===== config.mk =====
export PLATFORM = sky130hd
export DESIGN_NAME = ula_sequencial_n
export DESIGN_NICKNAME = d
export VERILOG_FILES = /design/src/rtl/ula_sequencial_n.sv
export SDC_FILE = /design/constraint.sdc
export NUM_CORES = 1
export LEC_CHECK = 0
export BUFFER_PORTS_ARGS = -buffer_cell sky130_fd_sc_hd__buf_4
export CAP_MARGIN = 40
export CORE_ASPECT_RATIO = 1.25
export CORE_MARGIN = 2
export CORE_UTILIZATION = 35
export DETAILED_ROUTE_END_ITERATION = 16
export GPL_TIMING_DRIVEN = 0
export HOLD_SLACK_MARGIN = 0.15
export SLEW_MARGIN = 20
export SYNTH_ARGS = -nofsm -noshare
export SYNTH_HDL_FRONTEND = slang
export SYNTH_SLANG_ARGS = --single-unit

===== constraint.sdc =====
create_clock -name CLK -period 7.8 [get_ports CLK]
set_input_delay 0.78 -clock CLK [delete_from_list [all_inputs] [get_ports CLK]]
set_output_delay 0.78 -clock CLK [all_outputs]
set_load 0.1 [all_outputs]

===== src/rtl/ula_sequencial_n.sv =====
// ula_sequencial_n: N-bit ALU with one-cycle add/sub/logic, iterative shift-add MUL and restoring DIV.
// Define ULA_BCD_EN to append a double-dabble stage and expose bcd_out.
module ula_sequencial_n #(
  parameter int WIDTH      = 8,
  parameter int BCD_DIGITS = 5
) (
  input  logic                    CLK,
  input  logic                    RST_n,
  input  logic [WIDTH-1:0]        A_in,
  input  logic [WIDTH-1:0]        B_in,
  input  logic                    Cin,
  input  logic [2:0]              OP_sel,
  input  logic                    start,
  output logic                    busy,
  output logic                    done,
  output logic [2*WIDTH-1:0]      result,
  output logic                    LED_Cout,
  output logic                    LED_OV,
  output logic                    LED_Z,
  output logic                    LED_ERR
`ifdef ULA_BCD_EN
  ,
  output logic [4*BCD_DIGITS-1:0] bcd_out
`endif
);

  localparam int CW = $clog2(2*WIDTH+1);
  localparam logic [CW-1:0] CNT_CALC = CW'(WIDTH);

  localparam logic [2:0] OP_ADD = 3'b000;
  localparam logic [2:0] OP_SUB = 3'b001;
  localparam logic [2:0] OP_AND = 3'b010;
  localparam logic [2:0] OP_OR  = 3'b011;
  localparam logic [2:0] OP_XOR = 3'b100;
  localparam logic [2:0] OP_MUL = 3'b101;
  localparam logic [2:0] OP_DIV = 3'b110;

`ifdef ULA_BCD_EN
  typedef enum logic [1:0] {S_IDLE, S_CALC, S_BCD, S_DONE} state_t;
`else
  typedef enum logic [1:0] {S_IDLE, S_CALC, S_DONE} state_t;
`endif

  state_t               state_q, state_d;
  logic [WIDTH-1:0]     a_q, a_d, b_q, b_d;
  logic                 cin_q, cin_d;
  logic [2:0]           op_q, op_d;
  logic [CW-1:0]        cnt_q, cnt_d;
  logic [WIDTH-1:0]     hi_q, hi_d, lo_q, lo_d;
  logic                 busy_q, busy_d;
  logic [2*WIDTH-1:0]   result_q, result_d;
  logic                 cout_q, cout_d, ov_q, ov_d, z_q, z_d, err_q, err_d;

  logic [WIDTH:0]       sum, diff, mul_sum, div_sh;
  logic [WIDTH-1:0]     div_tr;
  logic                 div_ge, iter, work_q;
  logic [2*WIDTH-1:0]   fin_res;
  logic                 fin_cout, fin_ov, fin_z, fin_err;

`ifdef ULA_BCD_EN
  localparam logic [CW-1:0] CNT_BCD = CW'(2*WIDTH-1);
  logic [2*WIDTH-1:0]      bin_q, bin_d, pres_q, pres_d;
  logic [4*BCD_DIGITS-1:0] bcd_q, bcd_d, bcdo_q, bcdo_d, bcd_adj, bcd_sh;
  logic                    pcout_q, pcout_d, pov_q, pov_d, pz_q, pz_d, perr_q, perr_d;

  // Double-dabble step: add 3 to every digit >= 5, then shift in the next binary bit.
  always_comb begin
    bcd_adj = bcd_q;
    for (int i = 0; i < BCD_DIGITS; i++)
      if (bcd_q[4*i +: 4] >= 4'd5) bcd_adj[4*i +: 4] = bcd_q[4*i +: 4] + 4'd3;
    bcd_sh = {bcd_adj[4*BCD_DIGITS-2:0], bin_q[2*WIDTH-1]};
  end

  assign bcd_out = bcdo_q;
`else
  // BCD_DIGITS only sizes the optional converter; nothing to build here.
  if (BCD_DIGITS < 1) begin : g_no_bcd
  end
`endif

  // One shift-add step (hi:lo holds partial product, multiplier in lo) and one
  // restoring-division step (hi = partial remainder, lo = dividend/quotient).
  always_comb begin
    mul_sum = {1'b0, hi_q} + ({(WIDTH+1){lo_q[0]}} & {1'b0, a_q});
    div_sh  = {hi_q, lo_q[WIDTH-1]};
    div_ge  = div_sh >= {1'b0, b_q};
    div_tr  = div_sh[WIDTH-1:0] - b_q;
    iter    = (op_q == OP_MUL) || ((op_q == OP_DIV) && (b_q != '0));
  end

  always_comb begin
    sum      = {1'b0, a_q} + {1'b0, b_q} + {{WIDTH{1'b0}}, cin_q};
    diff     = {1'b0, a_q} - {1'b0, b_q} - {{WIDTH{1'b0}}, cin_q};
    fin_res  = '0;
    fin_cout = 1'b0;
    fin_ov   = 1'b0;
    fin_err  = 1'b0;
    case (op_q)
      OP_ADD: begin
        fin_res  = {{WIDTH{1'b0}}, sum[WIDTH-1:0]};
        fin_cout = sum[WIDTH];
        fin_ov   = (a_q[WIDTH-1] == b_q[WIDTH-1]) && (sum[WIDTH-1] != a_q[WIDTH-1]);
      end
      OP_SUB: begin
        fin_res  = {{WIDTH{1'b0}}, diff[WIDTH-1:0]};
        fin_cout = diff[WIDTH];
        fin_ov   = (a_q[WIDTH-1] != b_q[WIDTH-1]) && (diff[WIDTH-1] != a_q[WIDTH-1]);
      end
      OP_AND: fin_res = {{WIDTH{1'b0}}, a_q & b_q};
      OP_OR:  fin_res = {{WIDTH{1'b0}}, a_q | b_q};
      OP_XOR: fin_res = {{WIDTH{1'b0}}, a_q ^ b_q};
      OP_MUL: fin_res = {hi_q, lo_q};
      OP_DIV: begin
        if (b_q == '0) fin_err = 1'b1;
        else           fin_res = {hi_q, lo_q};
      end
      default: fin_res = '0;
    endcase
    fin_z = (fin_res == '0);
  end

  always_comb begin
    state_d  = state_q;
    a_d      = a_q;
    b_d      = b_q;
    cin_d    = cin_q;
    op_d     = op_q;
    cnt_d    = cnt_q;
    hi_d     = hi_q;
    lo_d     = lo_q;
    result_d = result_q;
    cout_d   = cout_q;
    ov_d     = ov_q;
    z_d      = z_q;
    err_d    = err_q;
`ifdef ULA_BCD_EN
    bin_d    = bin_q;
    bcd_d    = bcd_q;
    bcdo_d   = bcdo_q;
    pres_d   = pres_q;
    pcout_d  = pcout_q;
    pov_d    = pov_q;
    pz_d     = pz_q;
    perr_d   = perr_q;
`endif
    case (state_q)
      S_IDLE, S_DONE: begin
        state_d = S_IDLE;
        if (start) begin
          a_d     = A_in;
          b_d     = B_in;
          cin_d   = Cin;
          op_d    = OP_sel;
          cnt_d   = '0;
          hi_d    = '0;
          lo_d    = (OP_sel == OP_MUL) ? B_in : A_in;
          state_d = S_CALC;
        end
      end
      S_CALC: begin
        if (iter && (cnt_q != CNT_CALC)) begin
          cnt_d = cnt_q + CW'(1);
          if (op_q == OP_MUL) begin
            hi_d = mul_sum[WIDTH:1];
            lo_d = {mul_sum[0], lo_q[WIDTH-1:1]};
          end else begin
            hi_d = div_ge ? div_tr : div_sh[WIDTH-1:0];
            lo_d = {lo_q[WIDTH-2:0], div_ge};
          end
        end else begin
`ifdef ULA_BCD_EN
          pres_d  = fin_res;
          pcout_d = fin_cout;
          pov_d   = fin_ov;
          pz_d    = fin_z;
          perr_d  = fin_err;
          bin_d   = fin_res;
          bcd_d   = '0;
          cnt_d   = '0;
          state_d = S_BCD;
`else
          result_d = fin_res;
          cout_d   = fin_cout;
          ov_d     = fin_ov;
          z_d      = fin_z;
          err_d    = fin_err;
          state_d  = S_DONE;
`endif
        end
      end
`ifdef ULA_BCD_EN
      S_BCD: begin
        bcd_d = bcd_sh;
        bin_d = {bin_q[2*WIDTH-2:0], 1'b0};
        cnt_d = cnt_q + CW'(1);
        if (cnt_q == CNT_BCD) begin
          result_d = pres_q;
          cout_d   = pcout_q;
          ov_d     = pov_q;
          z_d      = pz_q;
          err_d    = perr_q;
          bcdo_d   = bcd_sh;
          state_d  = S_DONE;
        end
      end
`endif
      default: state_d = S_IDLE;
    endcase
    // busy rises one edge after acceptance and drops on the edge that raises done
    work_q = (state_q != S_IDLE) && (state_q != S_DONE);
    busy_d = work_q && (state_d != S_DONE);
  end

  always_ff @(posedge CLK) begin
    if (!RST_n) begin
      state_q  <= S_IDLE;
      a_q      <= '0;
      b_q      <= '0;
      cin_q    <= 1'b0;
      op_q     <= '0;
      cnt_q    <= '0;
      hi_q     <= '0;
      lo_q     <= '0;
      busy_q   <= 1'b0;
      result_q <= '0;
      cout_q   <= 1'b0;
      ov_q     <= 1'b0;
      z_q      <= 1'b0;
      err_q    <= 1'b0;
`ifdef ULA_BCD_EN
      bin_q    <= '0;
      bcd_q    <= '0;
      bcdo_q   <= '0;
      pres_q   <= '0;
      pcout_q  <= 1'b0;
      pov_q    <= 1'b0;
      pz_q     <= 1'b0;
      perr_q   <= 1'b0;
`endif
    end else begin
      state_q  <= state_d;
      a_q      <= a_d;
      b_q      <= b_d;
      cin_q    <= cin_d;
      op_q     <= op_d;
      cnt_q    <= cnt_d;
      hi_q     <= hi_d;
      lo_q     <= lo_d;
      busy_q   <= busy_d;
      result_q <= result_d;
      cout_q   <= cout_d;
      ov_q     <= ov_d;
      z_q      <= z_d;
      err_q    <= err_d;
`ifdef ULA_BCD_EN
      bin_q    <= bin_d;
      bcd_q    <= bcd_d;
      bcdo_q   <= bcdo_d;
      pres_q   <= pres_d;
      pcout_q  <= pcout_d;
      pov_q    <= pov_d;
      pz_q     <= pz_d;
      perr_q   <= perr_d;
`endif
    end
  end

  assign busy     = busy_q;
  assign done     = (state_q == S_DONE);
  assign result   = result_q;
  assign LED_Cout = cout_q;
  assign LED_OV   = ov_q;
  assign LED_Z    = z_q;
  assign LED_ERR  = err_q;

endmodule


# Word-level counts from Yosys, hierarchy flattened
# Cells that the tools add are included.
# totals
ff_bits,64
latch_bits,0
ram_bits,0
rom_bits,0
in_bits,23
output_inout_bits,22
elab_cells,85
mem_count,0
# op_classes
add_sub_neg,7
n_mul,0
div,0
n_lt_le_gt_ge,1
eq_ne,18
n_shift,0
n_mux,22
n_bitwise,5
n_reduce_logical,18
# op_table
cell,n
$pmux 16 s7,1
$mux 8,8
$pmux 8 s2,2
$logic_not 16->1,1
$mux 16,1
$eq 3x3->1 const B,4
$mux 5,2
$pmux 5 s2,1
$add 8x8->9,1
$add 8x9->9,1
$add 9x1->9,1
$and 9x8->9,1
$ge 9x8->1,1
$sub 8x8->9,1
$sub 9x1->9,1
$and 8x8->8,1
$logic_not 8->1,1
$ne 2x2->1 const B,4
$or 8x8->8,1
$reduce_bool 8->1,1
$sub 8x8->8,1
$xor 8x8->8,1
$eq 3x2->1 const B,2
$logic_and 1x1->1,6
other kinds (19),26

# Logic depth before layout (Yosys ltp)
# depth
ltp_word,8
depth_mapped,11
mapped_depth_nobuf,11

# Least setup slack after synthesis
# OpenSTA, ideal clock, no wires.
# synth_timing
path_kind,reg-to-reg
startpoint,register b_q[0]
endpoint,register z_q (netlist: LED_Z)
setup_ps,84
arrival_ps,2515
required_time_ps,7716
path_slack_ps,5201
path_stages_with_launch,12
n_path_buf,0
period_less_slack_ps,2599
path_cell_list,dfxtp_1 inv_1 fa_1 inv_1 fa_1 nand2b_1 a2111oi_0 nor3_1 xnor2_1 a221oi_1 nand2_1 o31ai_2
# synth_via
elab_chain_len,6
word_cells_on_any_way,17
classes_between,add/sub (4); mux (2); bitwise (4); reduce/logical (7)
# synth_rtl
element,line_no,source
from (decl),45,"logic [WIDTH-1:0] a_q, a_d, b_q, b_d;"
from (signal assigned),218,b_q <= '0;
from (signal assigned),243,b_q <= b_d;
"parallel branches: the longest is 6 deep, another holds $sub 8x8->9",--,
to (signal assigned),253,z_q <= z_d;
to (decl),52,"logic cout_q, cout_d, ov_q, ov_d, z_q, z_d, err_q, err_d;"
# Several ways; the timed one is not identified.
# A chain may end at the register's enable or synchronous reset.

# Final worst setup path
# layout_timing
startpoint,register b_q[1]
endpoint,register hi_q[3]
# layout_via
elab_chain_len,6
word_cells_on_any_way,12
classes_between,add/sub (1); order compare (1); eq/ne (1); mux (4); reduce/logical (5)
# layout_rtl
element,line_no,source
"parallel branches: the longest is 6 deep, another holds $sub 8x8->8",--,
to (signal assigned),247,hi_q <= hi_d;
to (decl),49,"logic [WIDTH-1:0] hi_q, hi_d, lo_q, lo_d;"
# Several ways; the timed one is not identified. The select of a mux whose other input is x is not followed.

==> metrics <==
Worst path slowest cell dfxtp_1; async set-reset flop share out of synthesis 0%; remaining global-route overflow 0; Main synth FF type dfxtp_1; Top delay family on crit path compound AO/OA/AOI/OAI gates; setup ws final 4.726 ns; count leader, synth nand2_1; Routed WL 15,480 um; Post-synth EDFFs 0; Slew Limit Fails 0; CP Data Required Time 8.04 ns; Max Cap Viol 0; Post-DP Area 5509 um2; Worst setup SP type flip-flop; WP buf/inv 2; Clock Tree Root clkbuf_16; CTS sink cnt 64; Synth cell types 65; starting density of the core 35.96%; Synth Area in Compound Gates 25.89%; Largest stage delay, worst path 0.54 ns; Die Width 110.6 um; CTS tree built; final count of hold timing violations 0; Mapped Area 4967 um2; Final Cycle Share 39.41%; Rel. slew slack 47.63%; Post-CTS Setup Bufs 0; diode count 0; outcome finished clean; share of post-route cells with drive strength above 1 12.46%; post-synth top area share 25.79%; syn_area_per_cell 7.986 um2; Cell Count, Final, Fillers Out 857; Setup TNS 0 ns; Pre-antenna DRT Iters 5; most area-consuming cells after synthesis dfxtp_1 26%, ha_1 12%, nand2_1 6.3%; CTS clk-pin slew, worst paths 0.06 ns; HP Class reg -> reg; Finished Cell Area 5819 um2; final setup vio count 0; Final nets 754; Crit. End Element flip-flop; Critical Path AT 3.31 ns; Wirelength per Cell 18.07 um; Post-synth top cells 83 x nand2_1, 64 x dfxtp_1, 48 x ha_1, 39 x inv_1, 36 x nor2_1; detailed placer's ending HPWL 12,240 um; DIE AREA 15,170 um2; achievable frequency 325.4 MHz; Crit path top cell by count o31a_1; Worst Max-Slew Pin Slew 0.7796 ns; IO Port Bufs 43; critical path peak fanout 8; routability cong. 0.8729; largest family of logic cells by synthesized area compound AO/OA/AOI/OAI gates; hold_buf cts 0; adder-cell share of the synthesized area 14.51%; Final ANT Viol Nets 0; number of global-route vias before repair 4,644; RSZ-0062 raised after global routing no; leakage 2.449 nW; via/cell ratio 5.478; Initial DRC Count 255; CTS H-tree depth 3; largest net degree at the start of global routing 13; CTS Buf Count 9; clk_lat worst skew 0.33 ns; critical path class reg -> reg; # IOs 45; syn_nets 699; multiplexer area fraction after synthesis 2.997%; worst path cell trace inv_1, ha_1, nor2b_1, o31a_1, o31a_1, o211ai_1, and2_1, buf_2, o31ai_1, o32ai_1; DP Cell Count 840; maximum clock path buffer count 2; die span in y 137.2 um; overall power 1.060 mW; total global-route track usage 20.61%; area leader, netlist dfxtp_1; first-pass GRT wire length 24,450 um; Synth Instances 622; post-layout minimum cycle time 3.074 ns; setup slack at placement 4.763 ns; initial antenna violation count 0; cts repair resizes 0; vias post-DR 4,695; FP Rows 48; Core Area 13,810 um2; xor/xnor share of the synthesized area 3.703%; synth warn 0; synth-to-layout area growth 17.15%; post-synthesis sequential area ratio 25.79%; Max rail drop VDD 0.08278 mV; DRC Markers 0; clock skew 0.008355 ns; pwr/cell area 182.1 nW/um2; fillcell total 1,435; flops & latches, synth 64; simple-gate area share of the yosys netlist 21.54%
[cell type report]
class                   instances  area, um2  share of cell area, %
plain buffers                  32      130.1                  2.236
clock buffers                  10      239.0                  4.107
clock inverters                 6      66.31                  1.140
inverters                      39      146.4                  2.516
multi-input cells             487       3410                  58.59
flip-flops and latches         64       1281                  22.02
well taps                     175      219.0                  3.763
repair buffers                 44      327.8                  5.633
[metrics by stage]
stage               utilization, %  hold WS (ns)
finish                       42.13        0.4845
global route                 42.13        0.5194
CTS                          42.09        0.4928
detailed placement           39.88        0.4851
global placement             39.88        0.4840
floorplan                        -        0.4678
[worst register-to-register path, delay by kind of cell (launching register included)]
family / cells / cell delay [ns]
AO/OA/AOI/OAI: 5 / 1.28
adder cells (fa/ha/maj): 1 / 0.37
buffers and inverters: 2 / 0.46
flip-flops: 1 / 0.54
AND/OR/NAND/NOR: 2 / 0.32
[state kept, by name (all words and copies together) (netlist names)]
name,count
LED_Cout,1
LED_ERR,1
LED_OV,1
LED_Z,1
a_q,8
b_q,8
busy,1
cin_q,1
cnt_q,5
hi_q,8
lo_q,8
op_q,3
result,16
state_q,2
[placed cells by master (no fill, tap or decap), types with 12 or more instances in the layout]
master / count
nand2_1: 83
dfxtp_1: 64
ha_1: 48
buf_4: 43
inv_1: 39
nor2_1: 36
a21oi_1: 30
a21boi_0: 29
o21ai_0: 28
clkbuf_1: 20
nor2b_1: 19
nand3_1: 17
o211ai_1: 13
and2_1: 12
[worst paths after layout]
check	startpoint	end	slack (ns)	cells after the start
worst max-delay path	b_q[1]	hi_q[3]	4.73	10
worst min register to register	LED_Z	LED_Z	0.48	2
worst min-delay path	LED_Z	LED_Z	0.48	2
worst max register to register	b_q[1]	hi_q[3]	4.73	10
[power breakdown]
group	leakage, nW	switching [mW]	total, mW	internal (mW)
clock network	0.141	0.161	0.418	0.257
logic	1.79	0.174	0.279	0.105
registers	0.522	0.0212	0.363	0.341
total	2.45	0.356	1.06	0.703
[routing by layer]
layer  vias to the layer above  routed length, um  track usage, %
li1                       2335                  -               -
met1                      2202               6565           24.34
met2                       126               7869           37.90
met3                        32                540           2.464
met4                         0                509           8.750
met5                         -                  0               0
[cell families (layout without fill, tap and decap cells)]
| family | Yosys count | after routing |
|---|---|---|
| adder cells (fa/ha/maj) | 54 | 54 |
| AO/OA/AOI/OAI | 181 | 181 |
| AND/OR/NAND/NOR | 217 | 217 |
| XOR/XNOR | 21 | 21 |
| buffers and inverters | 71 | 131 |
| multiplexers | 14 | 14 |
| flip-flops | 64 | 64 |
No activity file was read; power rests on OpenSTA's default activity.
